## src/rtl/pixel_draw_engine.sv

```systemverilog
// pixel_draw_engine
//   Answers the game control FSM's draw requests. A draw_squares request
//   rasterises N_SQUARES falling squares, a draw_catcher request rasterises
//   the catcher bar. One pixel per cycle goes to the VGA adapter, and a
//   one-cycle finish pulse goes back to control.
//
// Optional feature (compile-time macro ERASE_PREV_EN):
//   When defined, each completed pass remembers its footprint. The next pass
//   for that object first repaints the old footprint in BG_COLOUR. The repaint
//   uses the same raster and clip rules as the draw pass. When the macro is
//   undefined, the erase path and its registers are not built.
//
// Ports
//   clock                  in   system clock, rising edge
//   reset                  in   asynchronous, active-low
//   draw_squares           in   request level for the squares pass
//   draw_catcher           in   request level for the catcher pass
//   square_x               in   packed top-left x; square i is [8i+7:8i]
//   square_y               in   packed top-left y; square i is [7i+6:7i]
//   catcher_x              in   catcher left x
//   x_out, y_out           out  pixel coordinates (truncated sums)
//   colour_out             out  pixel colour
//   pixel_valid            out  pixel write strobe (VGA writeEn)
//   finish_drawing_squares out  one-cycle done pulse
//   finish_drawing_catcher out  one-cycle done pulse
//   busy                   out  high whenever state is not IDLE
//
// Handshake: a request is a level. Control raises it and holds it until it
// sees the matching finish pulse. The engine samples the request on every
// edge and starts a pass from IDLE. Dropping the request mid-pass aborts the
// pass without a finish pulse. After a finish pulse, the engine waits in
// WAIT_LOW until both requests are low, so a held request cannot start a
// second pass.
module pixel_draw_engine #(
  parameter int         N_SQUARES      = 4,
  parameter int         SQ_SIZE        = 4,
  parameter int         CATCHER_W      = 16,
  parameter int         CATCHER_H      = 2,
  parameter int         CATCHER_Y      = 112,
  parameter int         SCREEN_W       = 160,
  parameter int         SCREEN_H       = 120,
  parameter logic [2:0] SQ_COLOUR      = 3'b100,
  parameter logic [2:0] CATCHER_COLOUR = 3'b111,
  parameter logic [2:0] BG_COLOUR      = 3'b000
) (
  input  logic                   clock,
  input  logic                   reset,
  input  logic                   draw_squares,
  input  logic                   draw_catcher,
  input  logic [8*N_SQUARES-1:0] square_x,
  input  logic [7*N_SQUARES-1:0] square_y,
  input  logic [7:0]             catcher_x,
  output logic [7:0]             x_out,
  output logic [6:0]             y_out,
  output logic [2:0]             colour_out,
  output logic                   pixel_valid,
  output logic                   finish_drawing_squares,
  output logic                   finish_drawing_catcher,
  output logic                   busy
);

  localparam int IDX_W = (N_SQUARES > 1) ? $clog2(N_SQUARES) : 1;

  localparam logic [7:0]       SQ_LAST_X = 8'(SQ_SIZE - 1);
  localparam logic [6:0]       SQ_LAST_Y = 7'(SQ_SIZE - 1);
  localparam logic [7:0]       CT_LAST_X = 8'(CATCHER_W - 1);
  localparam logic [6:0]       CT_LAST_Y = 7'(CATCHER_H - 1);
  localparam logic [IDX_W-1:0] IDX_LAST  = IDX_W'(N_SQUARES - 1);
  localparam logic [6:0]       CT_Y      = 7'(CATCHER_Y);
  localparam logic [8:0]       SCR_W     = 9'(SCREEN_W);
  localparam logic [7:0]       SCR_H     = 8'(SCREEN_H);

  typedef enum logic [2:0] {
    IDLE, SQ_ERASE, SQ_DRAW, SQ_DONE, CT_ERASE, CT_DRAW, CT_DONE, WAIT_LOW
  } state_t;

  state_t state, next_state;

  // Raster position inside the current object, and the current square index.
  logic [7:0]       ox;
  logic [6:0]       oy;
  logic [IDX_W-1:0] idx;

  // Positions captured on the IDLE exit edge.
  logic [7:0] snap_sx [N_SQUARES];
  logic [6:0] snap_sy [N_SQUARES];
  logic [7:0] snap_cx;

`ifdef ERASE_PREV_EN
  logic [7:0] prev_sx [N_SQUARES];
  logic [6:0] prev_sy [N_SQUARES];
  logic [7:0] prev_cx;
  logic       prev_sq_valid;
  logic       prev_ct_valid;
`endif

  // Per-state pixel source selection.
  logic       in_pass;
  logic       is_sq;
  logic [7:0] base_x;
  logic [6:0] base_y;
  logic [2:0] pass_colour;
  logic [8:0] sum_x;
  logic [7:0] sum_y;
  logic       col_last, row_last, pass_last, active_req;

  always_comb begin
    in_pass     = 1'b0;
    is_sq       = 1'b0;
    base_x      = '0;
    base_y      = '0;
    pass_colour = '0;
    case (state)
      SQ_DRAW: begin
        in_pass     = 1'b1;
        is_sq       = 1'b1;
        base_x      = snap_sx[idx];
        base_y      = snap_sy[idx];
        pass_colour = SQ_COLOUR;
      end
      CT_DRAW: begin
        in_pass     = 1'b1;
        base_x      = snap_cx;
        base_y      = CT_Y;
        pass_colour = CATCHER_COLOUR;
      end
`ifdef ERASE_PREV_EN
      SQ_ERASE: begin
        in_pass     = 1'b1;
        is_sq       = 1'b1;
        base_x      = prev_sx[idx];
        base_y      = prev_sy[idx];
        pass_colour = BG_COLOUR;
      end
      CT_ERASE: begin
        in_pass     = 1'b1;
        base_x      = prev_cx;
        base_y      = CT_Y;
        pass_colour = BG_COLOUR;
      end
`endif
      default: ;
    endcase
  end

  // Sums are one bit wider than the outputs. Off-screen pixels are therefore
  // clipped instead of wrapping back onto the screen.
  assign sum_x      = {1'b0, base_x} + {1'b0, ox};
  assign sum_y      = {1'b0, base_y} + {1'b0, oy};
  assign col_last   = is_sq ? (ox == SQ_LAST_X) : (ox == CT_LAST_X);
  assign row_last   = is_sq ? (oy == SQ_LAST_Y) : (oy == CT_LAST_Y);
  assign pass_last  = col_last && row_last && (!is_sq || (idx == IDX_LAST));
  assign active_req = is_sq ? draw_squares : draw_catcher;

  always_ff @(posedge clock or negedge reset) begin
    if (!reset) state <= IDLE;
    else        state <= next_state;
  end

  always_comb begin
    next_state = state;
    case (state)
      IDLE: begin
        if (draw_squares) begin
`ifdef ERASE_PREV_EN
          next_state = prev_sq_valid ? SQ_ERASE : SQ_DRAW;
`else
          next_state = SQ_DRAW;
`endif
        end else if (draw_catcher) begin
`ifdef ERASE_PREV_EN
          next_state = prev_ct_valid ? CT_ERASE : CT_DRAW;
`else
          next_state = CT_DRAW;
`endif
        end
      end
      SQ_ERASE, SQ_DRAW, CT_ERASE, CT_DRAW: begin
        if (!active_req) begin
          next_state = IDLE;
        end else if (pass_last) begin
          case (state)
            SQ_ERASE: next_state = SQ_DRAW;
            SQ_DRAW:  next_state = SQ_DONE;
            CT_ERASE: next_state = CT_DRAW;
            default:  next_state = CT_DONE;
          endcase
        end
      end
      SQ_DONE, CT_DONE: next_state = WAIT_LOW;
      WAIT_LOW: if (!draw_squares && !draw_catcher) next_state = IDLE;
      default:  next_state = IDLE;
    endcase
  end

  // The counters advance only while the pass continues. Any state change
  // clears them, so each pass and each erase-to-draw hand-off starts at
  // pixel 0.
  always_ff @(posedge clock or negedge reset) begin
    if (!reset) begin
      ox  <= '0;
      oy  <= '0;
      idx <= '0;
    end else if (in_pass && (next_state == state)) begin
      if (col_last) begin
        ox <= '0;
        if (row_last) begin
          oy  <= '0;
          idx <= idx + IDX_W'(1);
        end else begin
          oy <= oy + 7'd1;
        end
      end else begin
        ox <= ox + 8'd1;
      end
    end else begin
      ox  <= '0;
      oy  <= '0;
      idx <= '0;
    end
  end

  always_ff @(posedge clock or negedge reset) begin
    if (!reset) begin
      for (int i = 0; i < N_SQUARES; i++) begin
        snap_sx[i] <= '0;
        snap_sy[i] <= '0;
      end
      snap_cx <= '0;
    end else if (state == IDLE && (draw_squares || draw_catcher)) begin
      for (int i = 0; i < N_SQUARES; i++) begin
        snap_sx[i] <= square_x[8*i +: 8];
        snap_sy[i] <= square_y[7*i +: 7];
      end
      snap_cx <= catcher_x;
    end
  end

`ifdef ERASE_PREV_EN
  // Only a completed pass updates the remembered footprint. An aborted pass
  // never painted its full footprint.
  always_ff @(posedge clock or negedge reset) begin
    if (!reset) begin
      for (int i = 0; i < N_SQUARES; i++) begin
        prev_sx[i] <= '0;
        prev_sy[i] <= '0;
      end
      prev_cx       <= '0;
      prev_sq_valid <= 1'b0;
      prev_ct_valid <= 1'b0;
    end else if (state == SQ_DONE) begin
      for (int i = 0; i < N_SQUARES; i++) begin
        prev_sx[i] <= snap_sx[i];
        prev_sy[i] <= snap_sy[i];
      end
      prev_sq_valid <= 1'b1;
    end else if (state == CT_DONE) begin
      prev_cx       <= snap_cx;
      prev_ct_valid <= 1'b1;
    end
  end
`endif

  assign x_out                  = in_pass ? sum_x[7:0] : '0;
  assign y_out                  = in_pass ? sum_y[6:0] : '0;
  assign colour_out             = in_pass ? pass_colour : '0;
  assign pixel_valid            = in_pass && (sum_x < SCR_W) && (sum_y < SCR_H);
  assign finish_drawing_squares = (state == SQ_DONE);
  assign finish_drawing_catcher = (state == CT_DONE);
  assign busy                   = (state != IDLE);

endmodule

```

## config.mk

```make
export PLATFORM = sky130hd
export DESIGN_NAME = pixel_draw_engine
export DESIGN_NICKNAME = d
export VERILOG_FILES = /design/src/rtl/pixel_draw_engine.sv
export SDC_FILE = /design/constraint.sdc
export NUM_CORES = 1
export LEC_CHECK = 0
export ABC_AREA = 0
export BUFFER_PORTS_ARGS = -buffer_cell sky130_fd_sc_hd__buf_2
export CAP_MARGIN = 15
export CORE_MARGIN = 2
export CORE_UTILIZATION = 52
export CTS_CLUSTER_SIZE = 25
export DETAILED_ROUTE_END_ITERATION = 8
export GPL_ROUTABILITY_DRIVEN = 1
export MAX_ROUTING_LAYER = met4
export PLACE_DENSITY = 0.85
export SETUP_SLACK_MARGIN = 0.15
export SYNTH_ARGS = -nofsm -noshare
export SYNTH_HDL_FRONTEND = slang
export SYNTH_SLANG_ARGS = --single-unit
```

## constraint.sdc

```tcl
create_clock -name clock -period 11.6 [get_ports clock]
set_clock_uncertainty 0.2 [all_clocks]
set_input_delay 1.16 -clock clock [delete_from_list [all_inputs] [get_ports clock]]
set_output_delay 1.16 -clock clock [all_outputs]
set_load 0.01 [all_outputs]
```

# Word level (Yosys, flattened, before mapping)
# Index checks and enable logic that the tools add are counted.
# totals
wordCells	87
out_inout_bits	22
in_bits	72
ff_bits	88
# op_classes
add_sub_neg	5
n_lt_le_gt_ge	3
n_mux	32
n_reduce_logical	18
eq_ne	15
bitwise_logic	1
# ops
op	count
7-bit two-way mux	6
8-bit two-way mux	5
3-bit two-way mux	6
8-bit binary-select mux with 2-bit select	1
8-bit case mux with 2 select lines	1
7-bit binary-select mux with 2-bit select	1
7-bit case mux with 2 select lines	1
3-bit == test (second input constant)	4
3-bit case mux with 4 select lines	1
8-bit by 8-bit adder with 9-bit output	1
9-bit by 8-bit < comparator with 1-bit output (second input constant)	1
3-bit case mux with 3 select lines	1
7-bit by 7-bit adder with 8-bit output	1
8-bit by 1-bit adder with 8-bit output (second input constant)	1
8-bit by 2-bit == test with 1-bit output (second input constant)	1
8-bit by 4-bit == test with 1-bit output (second input constant)	1
8-bit by 7-bit < comparator with 1-bit output (second input constant)	1
7-bit by 1-bit adder with 7-bit output (second input constant)	1
7-bit by 1-bit == test with 1-bit output (second input constant)	1
7-bit by 2-bit == test with 1-bit output (second input constant)	1
1-bit logical AND	7
3-bit by 2-bit == test with 1-bit output (second input constant)	2
2-bit two-way mux	3
3-bit case mux with 2 select lines	1
other kinds (15)	24

# Longest topological paths before layout
# depth
ltp_word	12
depth_mapped	14
depth_no_buf	12

# Worst setup path after synthesis
# Ideal clock, no wire load.
# synth_path
path_type	register -> output
start	register idx[0]
end	output port pixel_valid
stages_incl_launch_ff	12
arrival_ps	3303
slack_ps	6937
n_path_buf	1
required_time_ps	10240
path_cell_list	dfrtp_1 -> clkbuf_1 -> mux4_2 -> a22o_1 -> ha_1 -> fa_1 -> a211oi_1 -> o21bai_1 -> a21oi_1 -> nand2b_1 -> a21boi_0 -> o41a_1
# synth_via
elab_chain_len	9
elab_cells_between_ends	15
classes_between	add/sub (2); order compare (2); mux (8); bitwise (1); reduce/logical (2)
# synth_rtl
element	line_no	rtl
start, declared	82	logic [IDX_W-1:0] idx;
start signal, assigned	209	idx <= idx + IDX_W'(1);
2-bit NOT with 3-bit output (implied by the code) (*)	117, 118	
8-bit binary-select mux with 2-bit select	117	base_x = snap_sx[idx];
8-bit two-way mux (implied by the code) (2 in series)	117	
8-bit case mux with 2 select lines	113	case (state)
8-bit by 8-bit adder with 9-bit output	148	assign sum_x = {1'b0, base_x} + {1'b0, ox};
9-bit by 8-bit < comparator with 1-bit output	267	assign pixel_valid = in_pass && (sum_x < SCR_W) && (sum_y < SCR_H);
1-bit logical AND	267	
1-bit logical AND (*)	267	
end, declared	56	output logic pixel_valid,
# Every way passes the cells marked *; elsewhere a longest branch is shown, timed or not. The select of a mux whose other input is x is not followed.

# Worst setup path after layout
# Ends and elaborated chain as after synthesis.

==> results.md <==
- Status: complete, no violations
- Initial Util: 0.5354
- Global route hottest layer: met2
- Register area share after synthesis: 0.4451
- Fmax: 172.6 MHz
- Largest family of logic cells by synthesized area: multiplexers
- Period Utilization, post-route: 0.4993
- Mapped Cells: 410
- Routed Antenna Nets: 0
- Adder-cell share of the synthesized area: 0.05362
- Crit. Startpoint: idx[0]
- Post-synth top area share: 0.4451
- Compound-cell area share of the yosys netlist: 0.08928
- Area grow syn2layout: 16.01%
- Slowest stage delay, CP: just over 1000 ps
- Vias in the first global route: roughly 3800
- Crit Reg-Reg Startpoint: state[0]
- Critical path, cell by cell: mux4_2 -> a22o_1 -> ha_1 -> fa_1 -> a211oi_1 -> o21bai_1 -> a21oi_1 -> nand2b_1 -> a21boi_0 -> o41a_1 -> buf_2
- CTS Buffer Depth: 2
- Proportion of synthesized area in mux cells: 0.2314
- Crit Path Max Fanout: 18
- Peak VDD IR: 0.1317 mV
- Nets: just under 600
- Top FF cell, synth: dfrtp_1
- Yosys top cell by area: dfrtp_1
- Via count: between 3000 and 4000
- # setup viols final: 0
- Iter 0 DRT Violations: 171
- Mean Syn Cell Area: around 12 µm²
- DRT Pass-1 Iters: 4
- EDFF count, synth: 0
- Core Util, Final: 0.6211
- Port-buffer cells: 93
- Syn Nets: approximately 500
- Reg clk slew, reported paths: about 100 ps
- Met2 GRT Util: 0.3659
- Final setup TNS: 0 ps
- WL final: approximately 11000 µm
- Worst Setup End Kind: output pin
- Largest net degree at the start of global routing: between 80 and 90
- RSZ-0062 raised after global routing: no
- Die area: approximately 10000 µm²
- Avg Vias per Cell: 5.711
- First-pass GRT wire length: roughly 18000 µm
- Dpl cells: 614
- WP data arrival: between 4000 and 5000 ps
- Clk Latency, worst-skew pair: approximately 360 ps
- Core area: 9240 µm²
- Async set-reset flop share out of synthesis: 1.000
- Share of layout cells above drive strength 1: 0.4072
- CTS tree: yes
- Gr usage total: 0.2323
- IO Pins: 94
- Clock net sink count: slightly below 90
- Met1 usage: 0.3086
- Synth cell count leaders: dfrtp_1, mux2_2, nor2_1, ha_1, nand2_1
- Worst setup path class: flop to output pin
- CP top delay family: compound AO/OA/AOI/OAI gates
- Setup bufs post-CTS: 0
- Post-DR wirelength/cell: 17.38 µm
- Routability congestion estimate from global placement: 0.8933
- Worst EP required: 10240 ps
- DRC errors left: 0
- Met3 Use GR: 0.04900
- H-tree Lvls: 3
- Min Tclk post-route: 5792 ps
- Max_slew headroom: 0.2582
- Worst setup SP type: flop
- Hold path startpoint: snap_sy[8]
- Count leader, synth: dfrtp_1
- Slew Viols, Final: 0
- Dpl hpwl: between 7000 and 8000 µm
- Ant diodes: 0
- Non-Filler Instances: 630
- Post-Synth Simple-Gate Area: 0.1209
- Worst path slowest cell: dfrtp_1
- Total of max-cap violations: 0
- Die Wd: roughly 100 µm
- Post-cts hold buffer count: 0
- Synthesis warning total: 0
- Final hold vios: 0
- Overall Power: around 1.2 mW
- Synth Cell Area: a little under 5000 µm²
- Cell variety after synth: between 50 and 60
- Chip height: ~100 µm
- # rows: 35
- GRT overflow: 0
- Power Density: about 210 nW/µm²
- Root buf cell: clkbuf_8
- Initial antenna violation count: 0
- Post-Synth XOR/XNOR Area: 0.03187
- CTS resizes: 0
- Buffers plus inverters on the worst setup path: 1
- Hold WC Path Type: flop to flop
- CTS buffer count: 9
- Synth area leaders: dfrtp_1, mux2_2, mux4_2, ha_1, nor2_1
- Worst-Margin Slew: 1111 ps
- Lkg Pwr: between 2 and 3 nW
- Flop and latch count out of synthesis: roughly 90
-- registers in the layout, indices dropped and copies added, names as in the netlist --
signal / cells
ox: 8
snap_sy: 28
oy: 7
snap_cx: 8
idx: 2
state: 3
snap_sx: 32
-- cells in the final DEF, fill, tap and decap left out, types with 3 or more instances in the layout --
master / netlist / layout
a21oi_1: 5 / 5
and3_1: 3 / 3
a22o_1: 8 / 8
a21o_1: 7 / 7
clkbuf_8: 0 / 9
o21a_1: 3 / 3
mux4_2: 14 / 14
nand3_1: 7 / 7
mux2i_1: 3 / 3
and2_1: 10 / 10
inv_1: 8 / 8
dfrtp_1: 88 / 88
a31oi_1: 3 / 3
buf_2: 8 / 92
xor2_1: 8 / 8
nand2_1: 18 / 18
mux2_2: 69 / 69
o21bai_1: 3 / 3
nand2b_1: 3 / 3
a211oi_1: 5 / 5
nor2b_1: 10 / 10
a21boi_0: 3 / 3
nand4_1: 3 / 3
nor2_1: 31 / 30
ha_1: 18 / 18
nor3_1: 13 / 13
buf_4: 3 / 3
o21ai_0: 9 / 9
xnor2_1: 10 / 10
-- through the flow --
stage | hold slack (ps) | instance area, µm² | worst slack, ps
after floorplan | 274.0 | 4947 | 6937
after global placement | 284.9 | 5495 | 6321
after detailed placement | 292.4 | 5495 | 6212
after CTS | 314.4 | 5712 | 5771
after global routing | 324.6 | 5739 | 5529
final | 313.0 | 5739 | 5808
-- final cells by class --
cell class,instances,area (µm²)
well taps,129,161.4
clock buffers,9,123.9
multi-input cells,293,2615
clock inverters,6,92.59
inverters,9,33.78
fillers,728,3501
flip-flops and latches,88,2202
repair buffers,96,510.5
-- path summary, 6_finish.rpt --
check	to	slack, ps	cells after the start
max in group asynchronous	snap_sy[19]	10150	2
min	snap_sy[8]	310	1
max reg2reg	oy[1]	8490	6
min in group asynchronous	state[0]	430	1
max	pixel_valid	5810	11
min reg2reg	snap_sy[8]	310	1
-- worst reg2reg max path: stages, from the launching register on --
cell and delay, ps:
dfrtp_1 540, nor3b_4 950, mux2i_4 540, nor3_1 110, o21ai_2 230, and2_1 280
a21boi_0 190
-- cell families after synthesis --
| family | Yosys count |
|---|---|
| buffers and inverters | 29 |
| adders and majority gates | 20 |
| xor gates and xnor gates | 18 |
| muxes | 87 |
| DFF | 88 |
| and+or+nand+nor | 110 |
| AOI/OAI and AO/OA | 58 |
-- where the power goes --
group	switching [mW]	total, mW	internal (mW)	leakage, nW
clock	0.120	0.241	0.122	0.102
combinational	0.201	0.443	0.242	1.41
sequential	0.0837	0.519	0.435	1.07
-- metal layers --
metal | vias up | wire length [µm]
met5 | - | 0
met4 | 0 | 148
met3 | 13 | 599
met2 | 113 | 5517
met1 | 1800 | 4685
li1 | 1672 | -
Power figures use the tool's default switching activity.
